### src/rtl/clk_div_bank.sv
// Bank of independent programmable clock dividers sharing one config write port.
// Each channel produces a square wave of period 2*(div+1) and a wrap tick.
module clk_div_bank #(
    parameter int unsigned CHANNELS    = 4,
    parameter int unsigned CNT_WIDTH   = 32,
    parameter int unsigned DEFAULT_DIV = 49999999
) (
    input  logic                 clk50,
    input  logic                 rst_n,
    input  logic [CHANNELS-1:0]  en,
    input  logic                 cfg_valid,
    output logic                 cfg_ready,
    input  logic [3:0]           cfg_ch,
    input  logic [CNT_WIDTH-1:0] cfg_div,
    output logic                 cfg_err,
    output logic [CHANNELS-1:0]  clkout,
    output logic [CHANNELS-1:0]  tick
);

    logic [CHANNELS-1:0] pend;
    logic                cfg_accept;
    logic                ch_valid;

    assign ch_valid   = {1'b0, cfg_ch} < 5'(CHANNELS);
    assign cfg_accept = cfg_valid && cfg_ready;

    // A channel holding an unapplied value refuses further writes until it wraps.
    always_comb begin
        cfg_ready = 1'b1;
        for (int i = 0; i < CHANNELS; i++) begin
            if (cfg_ch == 4'(i) && pend[i]) begin
                cfg_ready = 1'b0;
            end
        end
    end

    always_ff @(posedge clk50 or negedge rst_n) begin
        if (!rst_n) begin
            cfg_err <= 1'b0;
        end else begin
            cfg_err <= cfg_accept && !ch_valid;
        end
    end

    for (genvar g = 0; g < CHANNELS; g++) begin : g_ch
        logic [CNT_WIDTH-1:0] cnt;
        logic [CNT_WIDTH-1:0] div;
        logic [CNT_WIDTH-1:0] pdiv;
        logic                 pend_q;
        logic                 clk_q;
        logic                 tick_q;
        logic                 hit;
        logic                 wrap;

        assign hit  = cfg_accept && ch_valid && (cfg_ch == 4'(g));
        assign wrap = (cnt == div);

        // Staging register for the next divide value; only meaningful while pend_q is set.
        always_ff @(posedge clk50) begin
            if (hit && en[g]) begin
                pdiv <= cfg_div;
            end
        end

        always_ff @(posedge clk50 or negedge rst_n) begin
            if (!rst_n) begin
                cnt    <= '0;
                div    <= CNT_WIDTH'(DEFAULT_DIV);
                pend_q <= 1'b0;
                clk_q  <= 1'b0;
                tick_q <= 1'b0;
            end else if (!en[g]) begin
                cnt    <= '0;
                clk_q  <= 1'b0;
                tick_q <= 1'b0;
                if (pend_q) begin
                    div    <= pdiv;
                    pend_q <= 1'b0;
                end else if (hit) begin
                    div <= cfg_div;
                end
            end else begin
                if (wrap) begin
                    cnt    <= '0;
                    clk_q  <= ~clk_q;
                    tick_q <= 1'b1;
                    if (pend_q) begin
                        div    <= pdiv;
                        pend_q <= 1'b0;
                    end
                end else begin
                    cnt    <= cnt + CNT_WIDTH'(1);
                    tick_q <= 1'b0;
                end
                // hit implies pend_q was clear, so a write landing on a wrap waits for the next one.
                if (hit) begin
                    pend_q <= 1'b1;
                end
            end
        end

        assign pend[g]   = pend_q;
        assign clkout[g] = clk_q;
        assign tick[g]   = tick_q;
    end

endmodule

### config.mk
export PLATFORM = sky130hd
export DESIGN_NAME = clk_div_bank
export DESIGN_NICKNAME = d
export VERILOG_FILES = /design/src/rtl/clk_div_bank.sv
export SDC_FILE = /design/constraint.sdc
export NUM_CORES = 1
export LEC_CHECK = 0
export CORE_MARGIN = 5
export CORE_UTILIZATION = 55
export CTS_BUF_LIST = sky130_fd_sc_hd__clkbuf_4 sky130_fd_sc_hd__clkbuf_8
export DETAILED_ROUTE_END_ITERATION = 12
export PLACE_DENSITY = 0.75
export SYNTH_ARGS = -nofsm -noshare
export SYNTH_HDL_FRONTEND = slang
export SYNTH_SLANG_ARGS = --single-unit
### constraint.sdc
create_clock -name clk50 -period 4.7 [get_ports clk50]
set_clock_uncertainty 0.1 [all_clocks]
set_input_delay 0.47 -clock clk50 [delete_from_list [all_inputs] [get_ports clk50]]
set_output_delay 0.47 -clock clk50 [all_outputs]
set_load 0.005 [all_outputs]
======== After elaboration in Yosys (flattened, before gate mapping) ========
Index checks and enable logic that the tools add are counted.
cells by class
  reductions and logical operators ........ 25
  order comparisons ....................... 1
  multiplexer cells ....................... 60
  bitwise logic cells ..................... 4
  $add $sub $neg .......................... 4
  equal/unequal tests ..................... 19
operators with widths
  cell                                                                      number
  32-bit two-way mux                                                        28
  32-bit by 1-bit adder with 32-bit output (second input constant)          4
  32-bit equality test                                                      4
  1-bit two-way mux                                                         32
  2-bit by 1-bit inequality test with 1-bit output (second input constant)  8
  1-bit logical AND                                                         15
  3-bit by 1-bit inequality test with 1-bit output (second input constant)  4
  3-bit AND reduction                                                       4
  4-bit by 2-bit equality test with 1-bit output (second input constant)    2
  2-bit nonzero test                                                        4
  4-bit by 1-bit equality test with 1-bit output (second input constant)    1
  4-bit logical NOT                                                         1
  4-bit by 3-bit < comparator with 1-bit output (second input constant)     1
  1-bit NOT                                                                 4
  1-bit logical NOT                                                         1
word-level totals
  register bits ........................... 397
  input bits .............................. 43

======== Longest topological paths before layout ========
  word-level depth ........................ 12
  depth in mapped cells ................... 9
  gate-level depth less buffers ........... 6

======== Worst setup path before layout ========
Ideal clock, no wire load.
  kind .................................... input to register
  from .................................... input port cfg_ch[2]
  to ...................................... register g_ch[2].pdiv[0], enable pin
  buffers on the path ..................... 0
  data required time ...................... 4,085 ps
  setup slack ............................. -151 ps
  stages .................................. 3
  setup time .............................. 515 ps
  arrival time ............................ 4,236 ps
  cell sequence ........................... nor2_1 nand3_1 nor4b_1
between the ends
  cells in the longest elaborated chain, start to end .. 10
  elaborated cells between the ends (all ways) .. 17
  those cells by class .................... order compare: 1; eq/ne: 3; mux: 4; reduce/logical: 9
RTL lines
  element                         line  text
  start: declaration              13    input logic [3:0] cfg_ch,
  4-bit logical NOT               31    if (cfg_ch == 4'(i) && pend[i]) begin
  1-bit logical AND               31
  1-bit two-way mux (4 in a row)  31
  1-bit logical AND               25    assign cfg_accept = cfg_valid && cfg_ready;
  1-bit logical AND               55    assign hit = cfg_accept && ch_valid && (cfg_ch == 4'(g));
  1-bit logical AND (*)           55
  1-bit logical AND (*)           60    if (hit && en[g]) begin
  end signal: assignment          61    pdiv <= cfg_div;
  end: declaration                48    logic [CNT_WIDTH-1:0] pdiv;
Mark *: on every way between the ends. The rest lies on a longest branch, timed or not.
A chain may end at the register's enable or synchronous reset.

======== Final worst setup path ========
  from .................................... register g_ch[2].cnt[7]
  to ...................................... register g_ch[2].div[28]
between the ends
  cells in the longest elaborated chain, start to end .. 3
RTL lines
  element                                                     line  text
  start: declaration                                          46    logic [CNT_WIDTH-1:0] cnt;
  start signal: assignment                                    92    cnt <= cnt + CNT_WIDTH'(1);
  32-bit equality test                                        56    assign wrap = (cnt == div);
  2-bit by 1-bit inequality test with 1-bit output (no line)  -
  3-bit AND reduction (no line)                               -
  end signal: assignment                                      68    div <= CNT_WIDTH'(DEFAULT_DIV);
  end signal: assignment                                      77    div <= pdiv;
  end signal: assignment                                      80    div <= cfg_div;
  end: declaration                                            47    logic [CNT_WIDTH-1:0] div;
No other way between the ends.

==> reports/qor.yml <==
io_buffers: 52
nFillCells: 2580
core_sq_um: 32700
syn-cell-area_sq_um: 18400
criticalPathCategory: "flop to flop"
die_area_sq_um: 37100
worstSkewPairLatency_ps: 580
place.gp.congestion: 0.832
crit_end: "g_ch[2].div[28]$_DFFE_PN0P_"
fin_crit_sh: 0.631
drv_slew: 0
syn2layout_area_growth_pct: 12.5
cap_violations: 0
antenna_found_initial: 0
track_usage: 0.225
cts_htree_levels: 3
arrival_ps: 3250
diodes: 0
worst-path-max-fanout: 32
seq_area_frac_synth: 0.581
wl_mm: 40.8
drtIter0Drc: 855
path_clk_slew_ps: 60
cp_slowest_cell: "and2_1"
synth-seq-cells: 397
rrSetupSlack_ps: 1740
post_cts_resized: 0
required_ps: 4990
initial_utilization: 0.561
ir_drop_mv: 0.257
fin_setup_tns_ps: 0
finalNetCount: 1592
finalHoldViolCount: 0
drive_above_1_share: 0.220
root_buffer: "clkbuf_8"
fin_crit_ps: 2960
synth_nets: 1524
rr_endpoint: "g_ch[2].div[28]$_DFFE_PN0P_"
numCtsBuffers: 68
cp_top_family: "simple AND/OR/NAND/NOR gates"
synth.distinct_cells: 49
drc: 0
dieWidth_microns: 193
outcome: "finished clean"
wl_per_cell_microns: 20.0
p_leak_uw: 0.00856
fin_util: 0.632
io-pin-count: 53
grt_max_degree: 100
slew_headroom: 0.208
rsz0062_at_grt: "no"
syn_avg_cell_area_sq_um: 12.4
synth_flop_cell: "dfrtp_1"
die_h_microns: 193
critical_path_cell_count: 6
r2r_cells: 6
start_kind: "flop"
grt_overflow: 0
max_stage_delay_ps: 920
dp_hpwl_mm: 26.2
power_uw: 8550
clockBufferDepth: 3
netlist_instances: 1477
p_per_area_nw_per_um2: 414
ant_nets: 0
worstReg2RegStart: "g_ch[2].cnt[7]$_DFF_PN0_"
setup_violations: 0
path_cells: "xor2_1 > nor4_1 > nand4_1 > o21ai_4 > and2_1 > a21oi_1"
cts_tree: "yes"
fmax_mhz: 337
hold_path.class: "input port to async pin"
drt_first_pass_iters: 7
viasPerCell: 5.69
grt_pass1_vias: 11844
worstMarginPinSlew_ps: 1180
grt_pass1_wl_mm: 65.4
clock-sinks: 397
hold_ws_ps: 412
synth_edf_count: 128
crit_start: "g_ch[2].cnt[7]$_DFF_PN0_"
path_buf_inv: 0
synth_warnings: 0
worst_setup_path_end_kind: "flop"
rows: 66
vias: 11620
async_flop_share: 0.678
==> flip-flops by register name, indices dropped and copies added, names as in the netlist <==
signal,flops
g_ch.cnt,128
cfg_err,1
g_ch.tick_q,4
g_ch.pend_q,4
g_ch.pdiv,128
g_ch.clk_q,4
g_ch.div,128
==> placed cells by master (no fill, tap or decap), types with 9 or more instances in the layout <==
cell type and n:
and3_1 33, xnor2_1 74, mux2_4 30, dfrtp_1 197, mux2_2 97, nor2_1 149, nand2_1 54, or3_1 10
xor2_1 170, clkbuf_8 76, nand3_1 41, inv_1 12, nand4_1 32, edfxtp_1 128, nor4_1 29, and2_1 11
buf_4 15, o21ai_0 9, dfstp_2 72, clkinv_1 18, a31oi_1 32, mux2i_1 64, clkdlybuf4s50_1 51, clkbuf_4 16
and4_1 11, a21oi_1 104
==> report_power, final <==
part	switching [uW]	internal [uW]
Sequential	332	4090
Clock	1390	1680
Combinational	509	547
Total	2230	6310
==> worst min-delay path by stage <==
stage                                        start                       end  slack, ps  depth (start not counted)
after CTS                                cfg_valid         cfg_err$_DFF_PN0_        400                          2
after floorplan                              rst_n         cfg_err$_DFF_PN0_         70                          0
after global routing                     cfg_valid         cfg_err$_DFF_PN0_        420                          2
final                                        rst_n  g_ch[2].cnt[2]$_DFF_PN0_        410                          2
after global placement    g_ch[0].cnt[0]$_DFF_PN0_  g_ch[0].cnt[0]$_DFF_PN0_        390                          1
after detailed placement  g_ch[0].cnt[0]$_DFF_PN0_  g_ch[0].cnt[0]$_DFF_PN0_        410                          1
==> per-layer routing <==
metal | track usage | wire [microns] | vias to the layer above
met1 | 0.322 | 18100 | 5864
met2 | 0.356 | 19400 | 315
li1 | - | - | 5366
met3 | 0.0393 | 2460 | 75
met4 | 0.0628 | 924 | 0
met5 | 0 | 0 | -
==> synthesized netlist by cell type, types with 9 or more instances <==
cell type	n	share of area
buf_2	22	0.0060
xor2_1	170	0.081
a21oi_1	104	0.028
nor4_1	29	0.0099
and2_1	11	0.0037
and4_1	11	0.0052
a31oi_1	32	0.011
and3_1	33	0.011
mux2i_1	64	0.035
nand4_1	32	0.011
buf_4	10	0.0041
edfxtp_1	128	0.21
nor2_1	153	0.031
xnor2_1	74	0.035
inv_1	12	0.0025
o21ai_0	9	0.0025
mux2_4	30	0.025
mux2_2	97	0.060
nand2_1	54	0.011
or3_1	10	0.0034
clkbuf_1	34	0.0070
nand3_1	41	0.011
dfstp_2	72	0.10
dfrtp_1	197	0.27
==> metrics by stage <==
step / area [sq um] / instances / setup WS (ps)
global route: 20700 / 2041 / 1580
global placement: 19300 / 1916 / 1470
CTS: 20700 / 2041 / 1830
detailed placement: 19300 / 1916 / 1390
floorplan: 18400 / 1477 / 840
finish: 20700 / 2041 / 1740
==> layout make-up <==
type / instances / area, sq um / share of cell area
clock buffers: 92 / 1170 / 0.0565
clock inverters: 32 / 179 / 0.00866
inverters: 12 / 45.0 / 0.00218
multi-input cells: 997 / 7380 / 0.357
flip-flops and latches: 397 / 10700 / 0.516
well taps: 442 / 553 / 0.0268
repair buffers: 69 / 668 / 0.0323
==> what timing repair did <==
| item | 4_1_cts | 5_1_grt |
|---|---|---|
| hold buffers | 1 | 0 |
| buffers inserted | 0 | 0 |
| hold endpoints to repair | 67 | 0 |
==> logic make-up (layout without fill, tap and decap cells) <==
kind of cell	after synthesis	after routing	share of synthesized area
fa+ha+maj	4	4	0.00273
mux	193	193	0.121
compound gates	156	156	0.0467
xor+xnor	244	244	0.116
flops	397	397	0.581
simple gates	400	400	0.111
buf+inv	83	205	0.0217
(Power assumes the default switching activity.)
